--- src/rtl/dot9_seq_ctrl.sv ---
// dot9_seq_ctrl: gathers nine signed (data, weight) pairs, multiplies them, sums with bias, optional ReLU, valid/ready result
module dot9_seq_ctrl #(
    parameter int ACC_W = 20,
    parameter bit RELU  = 1'b0
) (
    input  logic                    clk,
    input  logic                    rst,
    input  logic                    clear,
    input  logic                    in_valid,
    output logic                    in_ready,
    input  logic signed [7:0]       in_data,
    input  logic signed [7:0]       in_weight,
    input  logic signed [15:0]      in_bias,
    output logic                    out_valid,
    input  logic                    out_ready,
    output logic signed [ACC_W-1:0] out_result,
    output logic                    busy
);
    typedef enum logic [1:0] {LOAD, MUL, SUM, OUT} state_t;
    state_t state, state_nx;
    logic [3:0] cnt, cnt_nx;
    logic signed [7:0] data_r [9];
    logic signed [7:0] weight_r [9];
    logic signed [15:0] prod_r [9];
    logic signed [15:0] bias_r;
    logic signed [ACC_W-1:0] acc;
    logic in_xfer, out_xfer, last;

    assign in_ready  = state == LOAD;
    assign out_valid = state == OUT;
    assign busy      = !(state == LOAD && cnt == 4'd0);
    assign in_xfer   = in_valid && in_ready && !clear;
    assign out_xfer  = out_valid && out_ready && !clear;
    assign last      = cnt == 4'd8;

    // next state and tap count; clear overrides any transfer
    always_comb begin
        state_nx = state;
        cnt_nx   = cnt;
        if (clear) begin
            state_nx = LOAD;
            cnt_nx   = 4'd0;
        end else begin
            case (state)
                LOAD: begin
                    cnt_nx   = in_xfer ? (last ? 4'd0 : cnt + 4'd1) : cnt;
                    state_nx = (in_xfer && last) ? MUL : LOAD;
                end
                MUL:     state_nx = SUM;
                SUM:     state_nx = OUT;
                OUT:     state_nx = out_xfer ? LOAD : OUT;
                default: state_nx = LOAD;
            endcase
        end
    end

    // state and tap count registers
    always_ff @(posedge clk or posedge rst) begin
        if (rst) begin
            state <= LOAD;
            cnt   <= 4'd0;
        end else begin
            state <= state_nx;
            cnt   <= cnt_nx;
        end
    end

    // capture each accepted pair into its slot; bias rides with the last pair
    always_ff @(posedge clk or posedge rst) begin
        if (rst) begin
            for (int k = 0; k < 9; k++) begin
                data_r[k]   <= '0;
                weight_r[k] <= '0;
            end
            bias_r <= '0;
        end else if (in_xfer) begin
            for (int k = 0; k < 9; k++) begin
                if (cnt == 4'(k)) begin
                    data_r[k]   <= in_data;
                    weight_r[k] <= in_weight;
                end
            end
            if (last) bias_r <= in_bias;
        end
    end

    // multiplier array: nine 8x8 signed products registered in MUL
    always_ff @(posedge clk or posedge rst) begin
        if (rst) begin
            for (int k = 0; k < 9; k++) prod_r[k] <= '0;
        end else if (state == MUL && !clear) begin
            for (int k = 0; k < 9; k++) prod_r[k] <= data_r[k] * weight_r[k];
        end
    end

    // adder tree: sign-extended products plus bias
    always_comb begin
        acc = ACC_W'(bias_r);
        for (int k = 0; k < 9; k++) acc = acc + ACC_W'(prod_r[k]);
    end

    // result register loaded in SUM, held through OUT
    always_ff @(posedge clk or posedge rst) begin
        if (rst) out_result <= '0;
        else if (state == SUM && !clear) out_result <= (RELU && acc[ACC_W-1]) ? '0 : acc;
    end
endmodule

--- config.mk ---
export PLATFORM = sky130hd
export DESIGN_NAME = dot9_seq_ctrl
export DESIGN_NICKNAME = d
export VERILOG_FILES = /design/src/rtl/dot9_seq_ctrl.sv
export SDC_FILE = /design/constraint.sdc
export NUM_CORES = 2
export LEC_CHECK = 0
export CORE_MARGIN = 1
export CORE_UTILIZATION = 48
export DETAILED_ROUTE_END_ITERATION = 8
export GPL_TIMING_DRIVEN = 0
export SLEW_MARGIN = 20
export SYNTH_ARGS = -nofsm -noshare
export SYNTH_HDL_FRONTEND = slang
export SYNTH_SLANG_ARGS = --single-unit
export TNS_END_PERCENT = 50
--- constraint.sdc ---
create_clock -name clk -period 15.5 [get_ports clk]
set_input_delay 3.875 -clock clk [delete_from_list [all_inputs] [get_ports clk]]
set_output_delay 3.875 -clock clk [all_outputs]
set_load 0.02 [all_outputs]
==> reports/qor.yml <==
status:
  status: "finished, final reports clean"
grt:
  grt_pass1_vias: 27163
  antenna_found_initial: 9
  grt_pass1_wl_um: 160000
  grt-ovfl-total: 0
  track_usage: 0.259
  grt_start_max_net_pins: 100
final_layout:
  fillers: 7110
  drive_gt1_frac: 0.0809
  utilization: 0.533
  finalInstanceArea_sq_um: 41600
  instances_no_fill: 4898
  ff_latch_area_sq_um: 8260
  multi_input_area_sq_um: 26700
  nNetsFinal: 4773
  area_growth_pct: 9.03
critical_path:
  worstSetupStartpointType: "input pin"
  arrival_ns: 7.18
  cp_data_required_time_ns: 16.00
  crit_family: "buffers and inverters"
  path_cells: "clkdlybuf4s50_1 -> inv_1 -> nand3b_1 -> clkbuf_1 -> clkbuf_1 -> clkbuf_1 -> nand2_1 -> o21ai_0"
  worst-path-buf-inv: 5
  crit_fanout: 10
  cp-end-kind: "flop"
  critPathMaxStageDelay_ns: 0.71
  crit_top_cell: "clkbuf_1"
  worst_path_max_delay_cell: "clkbuf_1"
  path_class: "input pin to flop"
place:
  post-place-cells: 4816
  gp_congestion: 0.876
  post_dp_cell_area_sq_um: 40100
  place_hpwl_um: 77300
  port_buffers: 58
  post-place-ws_ns: 8.26
floorplanning:
  rows: 102
  io_pins: 60
  die_w_um: 284
  start_util: 0.489
  coreArea_sq_um: 78000
  dieArea_sq_um: 80600
  fp.dieH_um: 284
timing:
  timing.hold.ws_ns: 0.484
  slew_violations: 0
  fin_ws_ns: 8.82
  fin_skew_ns: 0.0197
  finalSetupTns_ns: 0
  hold_viol: 0
  period_share: 0.431
  maxSlewHeadroom: 0.220
  rsz0062_at_grt: "no"
  worst_pin_slew_ns: 1.17
  max_freq_ghz: 0.150
  min_period_ns: 6.68
  finalSetupViolCount: 0
yosys:
  synth_enable_flop_cells: 0
  synthDistinctLibCells: 58
  seq_area_frac_synth: 0.217
  netlist_area_sq_um: 38100
  avgSynthCellArea_sq_um: 10.3
  synth_ff_type: "dfrtp_1"
  async_reset_ff_frac: 1.00
  syn_inst: 3714
  synth_seq_cells: 330
  syn-num-nets: 4666
  yosysWarnings: 0
min_path:
  hold_path_class: "flop to flop"
clock_network:
  cts_root_buffer: "clkbuf_16"
  cts_buffers: 43
  clock_sinks: 330
  cts-htree-levels: 2
  cts_resized: 0
  postCtsSetupBuffers: 0
  hold_buffers: 0
  cts.path.max_buffers: 3
  cts_tree: "done"
  clk-insertion-delay-late_ns: 0.59
  clk_pin_slew_worst_paths_ns: 0.06
detailed_routing:
  antenna_left: 0
  drc: 0
  routed_wl_um: 99200
  drtIter0Drc: 1617
  wl_per_cell_um: 20.2
  vias_per_cell: 5.22
  vias: 25558
  drt_first_pass_iters: 5
pwr:
  p_leak_nw: 20.1
  power_density_nw_per_um2: 179
  ir_drop_uv: 256
  power.total_mw: 7.44
job:
  max_cap_violations: 0
-- metal layers --
metal	share of wire	GRT usage
met5	0	0
met4	0.020	0.0535
met3	0.050	0.0309
met2	0.47	0.418
met1	0.46	0.377
-- synthesized netlist by cell type, types with 2 or more instances --
cell	number	area, sq um
a2111oi_0	6	52.6
a211o_1	3	26.3
a211oi_1	21	158
a21boi_0	3	22.5
a21o_1	22	165
a21oi_1	52	260
a221o_1	3	30.0
a311oi_1	2	17.5
a31oi_1	3	18.8
a41oi_1	3	26.3
and2_1	329	2060
and3_1	14	87.6
buf_1	3	11.3
buf_2	16	80.1
clkbuf_1	49	184
dfrtp_1	330	8260
fa_1	627	12600
ha_1	288	3600
inv_1	760	2850
mux2_2	189	2130
mux2i_1	8	80.1
nand2_1	328	1230
nand2_2	4	25.0
nand2b_1	71	444
nand3_1	13	65.1
nand3b_1	3	22.5
nor2_1	71	267
nor2b_1	19	119
nor3_1	50	250
nor3b_1	13	97.6
nor4b_1	7	61.3
o211ai_1	3	22.5
o21a_1	46	345
o21ai_0	155	776
o21bai_1	7	52.6
o311ai_0	8	70.1
o31a_1	4	35.0
o31ai_1	22	165
o41ai_1	8	70.1
or2_2	2	12.5
or3_1	2	12.5
xnor2_1	80	701
xor2_1	52	455
-- logic make-up after synthesis --
family	synth area share
AO/OA/AOI/OAI	0.0632
buffers and inverters	0.0822
flip-flops	0.217
AND/OR/NAND/NOR	0.126
XOR/XNOR	0.0303
adder cells (fa/ha/maj)	0.424
multiplexers	0.0579
-- worst paths after layout --
path | startpoint | endpoint | slack [ns] | cells after the start
min reg2reg | prod_r[5] | prod_r[5] | 0.48 | 2
max | clear | prod_r[95] | 8.82 | 8
max in group asynchronous | rst | data_r[37] | 10.45 | 4
min | prod_r[5] | prod_r[5] | 0.48 | 2
max reg2reg | weight_r[21] | prod_r[47] | 10.14 | 17
min in group asynchronous | rst | cnt[2] | 3.80 | 2
-- power breakdown --
part / switching (mW) / total (mW) / leakage, nW / internal (mW)
Combinational: 2.96 / 5.21 / 15.0 / 2.24
Clock: 0.441 / 1.10 / 0.728 / 0.662
Sequential: 0.171 / 1.13 / 4.41 / 0.956
-- cells in the final DEF (no fill, tap or decap), types with 14 or more instances in the layout --
master             n
nor2b_1           19
xnor2_1           80
a21oi_1           52
inv_1            759
buf_2             31
fa_1             627
nand2b_1          71
clkbuf_16         45
mux2_2           189
clkdlybuf4s50_1   43
o21a_1            46
nor3_1            50
nor2_1            71
and3_1            14
and2_1           329
o31ai_1           22
ha_1             288
xor2_1            52
clkbuf_1          56
o21ai_0          155
dfrtp_1          330
nand2_1          328
a211oi_1          21
a21o_1            22
-- flip-flops by register name, indices dropped and copies added (netlist names) --
name / count
state: 2
weight_r: 72
data_r: 72
cnt: 4
prod_r: 144
out_result: 20
bias_r: 16
-- final cells by class --
cell class              instances  area share
flip-flops and latches        330       0.199
plain buffers                  69     0.00683
clock inverters                24     0.00803
clock buffers                  55      0.0285
multi-input cells            2555       0.643
repair buffers                 62      0.0144
well taps                    1040      0.0313
diodes                          3    0.000181
inverters                     760      0.0688
-- worst register-to-register path: stages (launching register included) --
cell       delay (ns)
dfrtp_1          0.32
clkbuf_1         0.38
nand2_1          0.15
fa_1             0.51
fa_1             0.49
inv_1            0.05
fa_1             0.48
inv_1            0.05
fa_1             0.52
inv_1            0.06
ha_1             0.31
o21ai_0          0.13
o21a_1           0.17
nor3_1           0.05
a2111oi_0        0.72
a21oi_1          0.17
xnor2_1          0.51
o21ai_0          0.16
Note: power is estimated with default switching activity, not from simulation.
